File: src/rtl/uart_receiver.sv
// 8N1 UART receiver: synchronizes the serial line, samples each bit at mid-bit
// and emits framed bytes with a one-cycle valid strobe or a framing-error strobe.
module uart_receiver #(
  parameter int CLKS_PER_BIT = 868
) (
  input  logic       clk,
  input  logic       i_reset,
  input  logic       i_rx,
  output logic [7:0] o_data,
  output logic       o_valid,
  output logic       o_frame_err,
  output logic       o_busy
);

  localparam int CNT_W = $clog2(CLKS_PER_BIT);
  localparam logic [CNT_W-1:0] HALF = CNT_W'((CLKS_PER_BIT - 1) / 2);
  localparam logic [CNT_W-1:0] LAST = CNT_W'(CLKS_PER_BIT - 1);

  typedef enum logic [2:0] {
    IDLE,
    START,
    DATA,
    STOP,
    BREAK
  } state_t;

  state_t           state, state_next;
  logic             rx_meta, rx_s;
  logic [CNT_W-1:0] count, count_next;
  logic [2:0]       bit_idx, bit_idx_next;
  logic [7:0]       shift_reg, shift_next;
  logic [7:0]       data_next;
  logic             valid_next, frame_err_next;

  // Flops reset high so a reset never looks like a start bit.
  always_ff @(posedge clk) begin
    if (i_reset) begin
      rx_meta <= 1'b1;
      rx_s    <= 1'b1;
    end else begin
      rx_meta <= i_rx;
      rx_s    <= rx_meta;
    end
  end

  always_ff @(posedge clk) begin
    if (i_reset) begin
      state       <= IDLE;
      count       <= '0;
      bit_idx     <= '0;
      shift_reg   <= '0;
      o_data      <= '0;
      o_valid     <= 1'b0;
      o_frame_err <= 1'b0;
    end else begin
      state       <= state_next;
      count       <= count_next;
      bit_idx     <= bit_idx_next;
      shift_reg   <= shift_next;
      o_data      <= data_next;
      o_valid     <= valid_next;
      o_frame_err <= frame_err_next;
    end
  end

  always_comb begin
    state_next     = state;
    count_next     = count + CNT_W'(1);
    bit_idx_next   = bit_idx;
    shift_next     = shift_reg;
    data_next      = o_data;
    valid_next     = 1'b0;
    frame_err_next = 1'b0;

    case (state)
      IDLE: begin
        count_next = '0;
        if (!rx_s) state_next = START;
      end
      START: begin
        bit_idx_next = '0;
        if (count == HALF) state_next = rx_s ? IDLE : DATA;
      end
      DATA: begin
        if (count == LAST) begin
          shift_next   = {rx_s, shift_reg[7:1]};
          bit_idx_next = bit_idx + 3'd1;
          count_next   = '0;
          if (bit_idx == 3'd7) state_next = STOP;
        end
      end
      STOP: begin
        if (count == LAST) begin
          if (rx_s) begin
            data_next  = shift_reg;
            valid_next = 1'b1;
            state_next = IDLE;
          end else begin
            frame_err_next = 1'b1;
            state_next     = BREAK;
          end
        end
      end
      BREAK: begin
        // A held-low line must rise before another frame is considered.
        count_next = '0;
        if (rx_s) state_next = IDLE;
      end
      default: state_next = IDLE;
    endcase

    if (state_next != state) count_next = '0;
  end

  assign o_busy = (state != IDLE);

endmodule

File: config.mk
export PLATFORM = sky130hd
export DESIGN_NAME = uart_receiver
export DESIGN_NICKNAME = d
export VERILOG_FILES = /design/src/rtl/uart_receiver.sv
export SDC_FILE = /design/constraint.sdc
export NUM_CORES = 1
export LEC_CHECK = 0
export ABC_AREA = 1
export CORE_MARGIN = 2
export CORE_UTILIZATION = 60
export DETAILED_ROUTE_END_ITERATION = 10
export GPL_ROUTABILITY_DRIVEN = 0
export PLACE_DENSITY = 0.85
export SLEW_MARGIN = 20
export SYNTH_ARGS = -nofsm -noshare
export SYNTH_HDL_FRONTEND = slang
export SYNTH_SLANG_ARGS = --single-unit
File: constraint.sdc
create_clock -name clk -period 4.4 [get_ports clk]
set_input_delay 0.88 -clock clk [delete_from_list [all_inputs] [get_ports clk]]
set_output_delay 0.88 -clock clk [all_outputs]
set_load 0.05 [all_outputs]
# [After elaboration in Yosys (flattened, before gate mapping)]
# Cells that the tools add are included.
[word_totals] mem_bits_ro=0 memories=0 wordCells=46 ff_bits=36 latchBits=0 ram_bits=0 input_bits=3
[classes] n_div=0 muxes=15 n_reduce_logical=9 magnitude_cmp=0 addsub=2 shift=0 eq_ne=9 bitwise=2 n_mul=0
[ops] cell="3-bit 2-to-1 mux" count=8
[ops] cell="10-bit one-hot mux with 2 select lines" count=1
[ops] cell="3-bit one-hot mux with 5 select lines" count=1
[ops] cell="10-bit by 1-bit adder with 10-bit output (second input constant)" count=1
[ops] cell="10-bit == test (second input constant)" count=1
[ops] cell="10-bit by 9-bit == test with 1-bit output (second input constant)" count=1
[ops] cell="10-bit 2-to-1 mux" count=1
[ops] cell="3-bit by 2-bit == test with 1-bit output (second input constant)" count=2
[ops] cell="3-bit == test (second input constant)" count=2
[ops] cell="3-bit one-hot mux with 2 select lines" count=1
[ops] cell="2-bit AND reduction" count=2
[ops] cell="2-bit OR reduction" count=2
[ops] cell="3-bit by 1-bit adder with 3-bit output (second input constant)" count=1
[ops] cell="3-bit by 1-bit == test with 1-bit output (second input constant)" count=1
[ops] cell="3-bit zero test" count=1
[ops] cell="3-bit inequality test" count=1
[ops] cell="3-bit AND reduction" count=1
[ops] cell="3-bit nonzero test" count=1
[ops] cell="3-bit OR reduction" count=1
[ops] cell="1-bit 2-to-1 mux" count=2
[ops] cell="2-bit 2-to-1 mux" count=1
[ops] cell="2-bit inequality test (second input constant)" count=1
[ops] cell="1-bit NOT" count=2
[ops] cell="2-bit nonzero test" count=1

# [Longest topological paths before layout]
# Gate-level depths: netlist of the first run.
[depth] ltp_word=6 depth_mapped=10

# [Worst setup path after synthesis of the first run]
# No wires, ideal clock.
[synth_timing] path_kind="reg-to-output" from="register state[2]" to="output port o_busy" required_time_ps=3520 t_arrival_ps=858 slack_ps=2662 path_stages_with_launch=3 path_cell_list="dfxtp_1 > inv_1 > nand2_1"
[synth_via] elab_chain_cells=1
[synth_rtl] item="from (decl)" line="27" rtl="state_t state, state_next;"
[synth_rtl] item="from (signal assigned)" line="56" rtl="state <= state_next;"
[synth_rtl] item="3-bit nonzero test" line="115" rtl="assign o_busy = (state != IDLE);"
[synth_rtl] item="to (decl)" line="12" rtl="output logic o_busy"
# Every way passes these cells.

# [Worst setup path in the final report of the first run]
# Same ends and word-level chain as after synthesis.

==> flow_metrics.env, run 1 <==
export IMPL_area_delta_synth_final_pct=11.8
export IMPL_hold_viol_final=0
export IMPL_routed_wl_mm=3.08
export IMPL_worstPathRequired_ns=3.52
export IMPL_cts_max_path_buffers=2
export IMPL_max_slew_worst_pin_slew_ns=0.616
export IMPL_ys_seq_area_frac=0.436
export IMPL_chipWidth_um=56.5
export IMPL_cp_end_kind="primary output"
export IMPL_hold_buffers=0
export IMPL_cts_buffers=5
export IMPL_arrival_ns=1.80
export IMPL_final_common_cell="dfxtp_1"
export IMPL_postSynthAreaPerCell_um2=7.86
export IMPL_min_delay_start="rx_meta"
export IMPL_start_util=0.615
export IMPL_finalMaxSlewViolations=0
export IMPL_fin_setup_tns_ns=0
export IMPL_postLayoutCellArea_um2=1850
export IMPL_ys_types=28
export IMPL_post_cts_setup_buffers=0
export IMPL_wl_per_cell_um=12.0
export IMPL_drc=0
export IMPL_r2r_end="count[9]"
export IMPL_holdPathStages=1
export IMPL_n_antenna_cell=0
export IMPL_peakVddDrop_v=0.000258
export IMPL_fill_cells=220
export IMPL_first_pass_iters=4
export IMPL_maxCapViolCount=0
export IMPL_finalCriticalPeriod_ns=2.68
export IMPL_portBuffers=13
export IMPL_cts_repair_resized=0
export IMPL_grt_pass1_vias=1209
export IMPL_vias=1373
export IMPL_timing_final_crit_share=0.608
export IMPL_crit_path_max_fanout=5
export IMPL_ff2ff_setup_slack_ns=2.18
export IMPL_r2r_start="count[0]"
export IMPL_rsz0062_at_grt="false"
export IMPL_crit_family="buffers and inverters"
export IMPL_drt_iter0_drc=31
export IMPL_cts_tree="done"
export IMPL_worst_path_stages=3
export IMPL_grt_max_degree=21
export IMPL_cts_root_buf="clkbuf_4"
export IMPL_crit_buf_inv=2
export IMPL_grt_pass1_wl_mm=5.24
export IMPL_status="complete, no violations"
export IMPL_crit_chain="inv_1, nand2_1, clkdlybuf4s50_1"
export IMPL_cp_start_kind="flip-flop"
export IMPL_largest_reg_flops=10
export IMPL_holdPathEnd="rx_s"
export IMPL_yosys_register_bits=36
export IMPL_slew_headroom=0.588
export IMPL_final_cell_mix="dfxtp_1 (36), inv_1 (27), nand2_1 (25)"
export IMPL_drive_gt1_frac=0.164
export IMPL_die_h_um=56.5
export IMPL_ant_nets=0
export IMPL_reg2reg_depth=8
export IMPL_dieArea_um2=3190
export IMPL_clkLatencyLatePin_ns=0.34
export IMPL_rows=19
export IMPL_fin_skew_ns=0.0115
export IMPL_cp_slowest_stage_delay_ns=0.80
export IMPL_min_path_type="reg2reg"
export IMPL_ioPinCount=14
export IMPL_syn_area_um2=1650
export IMPL_htreeDepth=2
export IMPL_clkSlewWorstSetupHoldPaths_ns=0.11
export IMPL_syn_num_nets=217
export IMPL_cts_sinks=36
export IMPL_path_class="reg2out"
export IMPL_antenna_found_initial=0
export IMPL_seq_area_um2=721
export IMPL_cellLeakagePower_nw=0.715
export IMPL_ys_warn_count=0
export IMPL_track_usage=0.212
export IMPL_core_area_um2=2690
export IMPL_multiInputGateArea_um2=791
export IMPL_fmax_mhz=374
export IMPL_vias_per_cell=5.34
export IMPL_placed_area_um2=1790
export IMPL_final_nets=232
export IMPL_p_per_area_nw_per_um2=287
export IMPL_synthCells=210
export IMPL_dp_hpwl_mm=2.19
export IMPL_cpMaxStageDelayCell="clkdlybuf4s50_1"
export IMPL_setup_viol=0
export IMPL_grt_ovfl_total=0
## Yosys cell counts, drive strengths merged
library cell | number | share of area
dfxtp | 36 | 0.44
nor2 | 31 | 0.099
inv | 30 | 0.068
nand2 | 27 | 0.070
o21ai | 20 | 0.061
nand3 | 15 | 0.048
a21oi | 13 | 0.042
a31oi | 9 | 0.034
or2 | 5 | 0.019
ha | 4 | 0.030
nand4 | 4 | 0.015
buf | 3 | 0.012
nor3 | 3 | 0.023
xor2 | 3 | 0.016
clkbuf | 2 | 0.0045
nor4 | 2 | 0.0076
o211ai | 2 | 0.0091
nand3b | 1 | 0.0045
## metal layers
metal  share of wire  vias up  global-route usage
met3           0.041        4              0.0691
met1            0.51      614               0.292
li1                -      722                   -
met5               0        -                   0
met2            0.44       33               0.297
met4           0.013        0               0.105
## worst max-delay path by stage
stage	start	to	slack, ns
2_1_floorplan	state[2]	o_busy	2.66
3_3_place_gp	state[2]	o_busy	2.14
3_5_place_dp	state[2]	o_busy	2.11
4_1_cts	state[2]	o_busy	1.73
5_1_grt	state[2]	o_busy	1.66
6_report	state[2]	o_busy	1.72
## report_power, final
part	switching [mW]	internal [mW]
clock network	0.109	0.0642
registers	0.00280	0.327
logic	0.0182	0.00805
## per-stage QoR
| step | instances | util | setup slack [ns] | hold WS [ns] | power, mW |
|---|---|---|---|---|---|
| 2_1_floorplan | 210 | - | 2.66 | 0.389 | 0.357 |
| 3_3_place_gp | 249 | 0.667 | 2.14 | 0.394 | 0.364 |
| 3_5_place_dp | 249 | 0.667 | 2.11 | 0.396 | 0.364 |
| 4_1_cts | 257 | 0.687 | 1.73 | 0.421 | 0.532 |
| 5_1_grt | 257 | 0.687 | 1.66 | 0.433 | 0.547 |
| 6_report | 257 | 0.687 | 1.72 | 0.427 | 0.530 |
## cell families (layout without fill, tap and decap cells)
logic type / after synthesis / count (layout) / share of synthesized area
buffers and inverters: 35 / 51 / 0.0848
XOR/XNOR: 3 / 3 / 0.0159
AND/OR/NAND/NOR: 88 / 88 / 0.287
AO/OA/AOI/OAI: 44 / 44 / 0.145
flip-flops: 36 / 36 / 0.436
adder cells (fa/ha/maj): 4 / 4 / 0.0303
## cell type report
cell class	instances	share of cell area
sequential	36	0.390
inverter	30	0.0610
clock inverter	1	0.00474
tap	31	0.0210
clock buffer	7	0.0244
timing repair buffer	13	0.0705
multi-input combinational	139	0.428
Note: power is estimated with default switching activity, not from simulation.
==> inputs of run 2 (changes only) <==
CORE_UTILIZATION = 51   (was 60)
PLACE_DENSITY = 0.77   (was 0.85)
clock period = 2.45 ns   (was 4.4 ns; I/O delays follow)
==> run 2 against run 1 <==
Compared with the run above:
- final cell count increased by 5.8%
- highest routed layer unchanged
- critical path depth unchanged
- cell area increased by 2.2%
- sequential share of layout area decreased by 0.83 points
- sequential power increased by 80%
- clock skew decreased by 0.0035 ns
- via count decreased by 0.66%
- worst setup slack got worse by 1.5 ns
- largest cell class unchanged
- utilization decreased by 7.4 points
- global-route usage decreased by 2.7 points
- die area increased by 16%
- combinational power increased by 83%
==> flow_metrics.env, run 2 (synthesis gave the netlist of run 1 again) <==
export IMPL_clkLatencyLatePin_ns=0.34
export IMPL_vias_per_cell=5.01
export IMPL_p_total_mw=0.971
export IMPL_wl_per_cell_um=10.6
export IMPL_vias=1364
export IMPL_p_comb_frac=0.049
export IMPL_crit_buf_inv=2
export IMPL_grt_util_met3=0.0704
export IMPL_final_cell_mix="dfxtp_1 (36), inv_1 (27), nand2_1 (25)"
export IMPL_cts_sinks=36
export IMPL_crit_family="buffers and inverters"
export IMPL_grt_pass1_wl_mm=4.99
export IMPL_largest_reg_flops=10
export IMPL_cp_end_kind="primary output"
export IMPL_drt_iter0_drc=66
export IMPL_ioPinCount=14
export IMPL_cellLeakagePower_nw=0.726
export IMPL_setup_viol=0
export IMPL_p_per_area_nw_per_um2=515
export IMPL_slew_headroom=0.618
export IMPL_crit_chain="inv_1, nand2_1, clkdlybuf4s50_1"
export IMPL_portBuffers=13
export IMPL_area_delta_synth_final_pct=14.2
export IMPL_setup_ws_ns=0.183
export IMPL_fin_util=0.613
export IMPL_arrival_ns=1.78
export IMPL_fmax_mhz=441
export IMPL_place_ws_ns=0.568
export IMPL_fin_skew_ns=0.00791
export IMPL_dp_hpwl_mm=2.09
export IMPL_rsz0062_at_grt="false"
export IMPL_ant_nets=0
export IMPL_status="complete, no violations"
export IMPL_antenna_found_initial=0
export IMPL_finalCriticalPeriod_ns=2.27
export IMPL_cts_repair_resized=0
export IMPL_chipWidth_um=60.9
export IMPL_routed_wl_mm=2.89
export IMPL_cts_root_buf="clkbuf_4"
export IMPL_core_area_um2=3080
export IMPL_drc=0
export IMPL_first_pass_iters=4
export IMPL_cts_tree="done"
export IMPL_rows=20
export IMPL_dieArea_um2=3710
export IMPL_cts_buffers=5
export IMPL_grt_pass1_vias=1123
export IMPL_clkSlewWorstSetupHoldPaths_ns=0.10
export IMPL_drive_gt1_frac=0.175
export IMPL_path_class="reg2out"
export IMPL_p_clk_frac=0.341
export IMPL_die_h_um=60.9
export IMPL_met1_usage=0.278
export IMPL_fin_setup_tns_ns=0
export IMPL_min_path_type="reg2reg"
export IMPL_htreeDepth=2
export IMPL_pwr_share_seq=0.610
export IMPL_hold_worst_slack_ns=0.420
export IMPL_post_cts_setup_buffers=0
export IMPL_cts_max_path_buffers=2
export IMPL_track_usage=0.185
export IMPL_crit_path_max_fanout=5
export IMPL_peakVddDrop_v=0.000360
export IMPL_use_met2=0.235
export IMPL_final_common_cell="dfxtp_1"
export IMPL_switchingPower_mw=0.228
export IMPL_start_util=0.537
export IMPL_switching_share=0.235
export IMPL_cp_start_kind="flip-flop"
export IMPL_cp_slowest_stage_delay_ns=0.80
export IMPL_maxCapViolCount=0
export IMPL_cpMaxStageDelayCell="clkdlybuf4s50_1"
export IMPL_n_antenna_cell=0
export IMPL_grt_ovfl_total=0
export IMPL_finalMaxSlewViolations=0
export IMPL_hold_buffers=0
export IMPL_fill_cells=292
export IMPL_hold_viol_final=0
export IMPL_max_slew_worst_pin_slew_ns=0.572
export IMPL_busiest_layer="met1"
export IMPL_final_nets=234
export IMPL_worstPathRequired_ns=1.96
export IMPL_timing_final_crit_share=0.925
export IMPL_p_int_mw=0.744
export IMPL_grt_max_degree=21
-- run 2: cell count changes in the layout (fill, tap and decap cells not counted) --
cell / delta
buf_4: +2
clkbuf_1: -1
clkbuf_8: +1
clkinv_4: -1
clkinvlp_4: +1
-- run 2: power groups by stage --
stage                     Combinational, mW  Sequential (mW)  Clock (mW)
after floorplan                      0.0372            0.604           0
after global placement               0.0482            0.606           0
after detailed placement             0.0481            0.606           0
after CTS                            0.0482            0.593       0.352
after global routing                 0.0538            0.594       0.376
final                                0.0479            0.593       0.331
-- run 2: worst paths after layout --
kind,from,to,slack [ns],cells after the start
worst min-delay path,rx_meta,rx_s,0.42,1
worst max register to register,count[0],count[9],0.67,9
worst min register to register,rx_meta,rx_s,0.42,1
worst max-delay path,state[2],o_busy,0.18,3
-- run 2: final cells by class --
cell class	instances	area [um2]	area share
well taps	44	55.1	0.0292
repair buffers	15	145	0.0769
clock inverters	1	7.51	0.00398
inverters	30	113	0.0597
flip-flops and latches	36	721	0.382
clock buffers	7	55.1	0.0292
multi-input cells	139	791	0.419
-- run 2: through the flow --
step	instance area [um2]	cells
after floorplan	1650	210
after global placement	1820	264
after detailed placement	1820	264
after CTS	1890	272
after global routing	1890	272
final	1890	272
-- run 2: worst reg2reg max path, delay by kind of cell (launching register included) --
kind                     cells  cell delay [ns]
buffers and inverters        2             0.34
AND/OR/NAND/NOR              5             0.56
flip-flops                   1             0.39
AO/OA/AOI/OAI                1             0.14
adder cells (fa/ha/maj)      1             0.24
-- run 2: layer usage --
| metal | vias up | part of all wire | routed length, um |
|---|---|---|---|
| met5 | - | 0 | 0 |
| met4 | 0 | 0.017 | 48 |
| met2 | 20 | 0.41 | 1170 |
| li1 | 728 | - | - |
| met3 | 5 | 0.050 | 143 |
| met1 | 611 | 0.53 | 1520 |
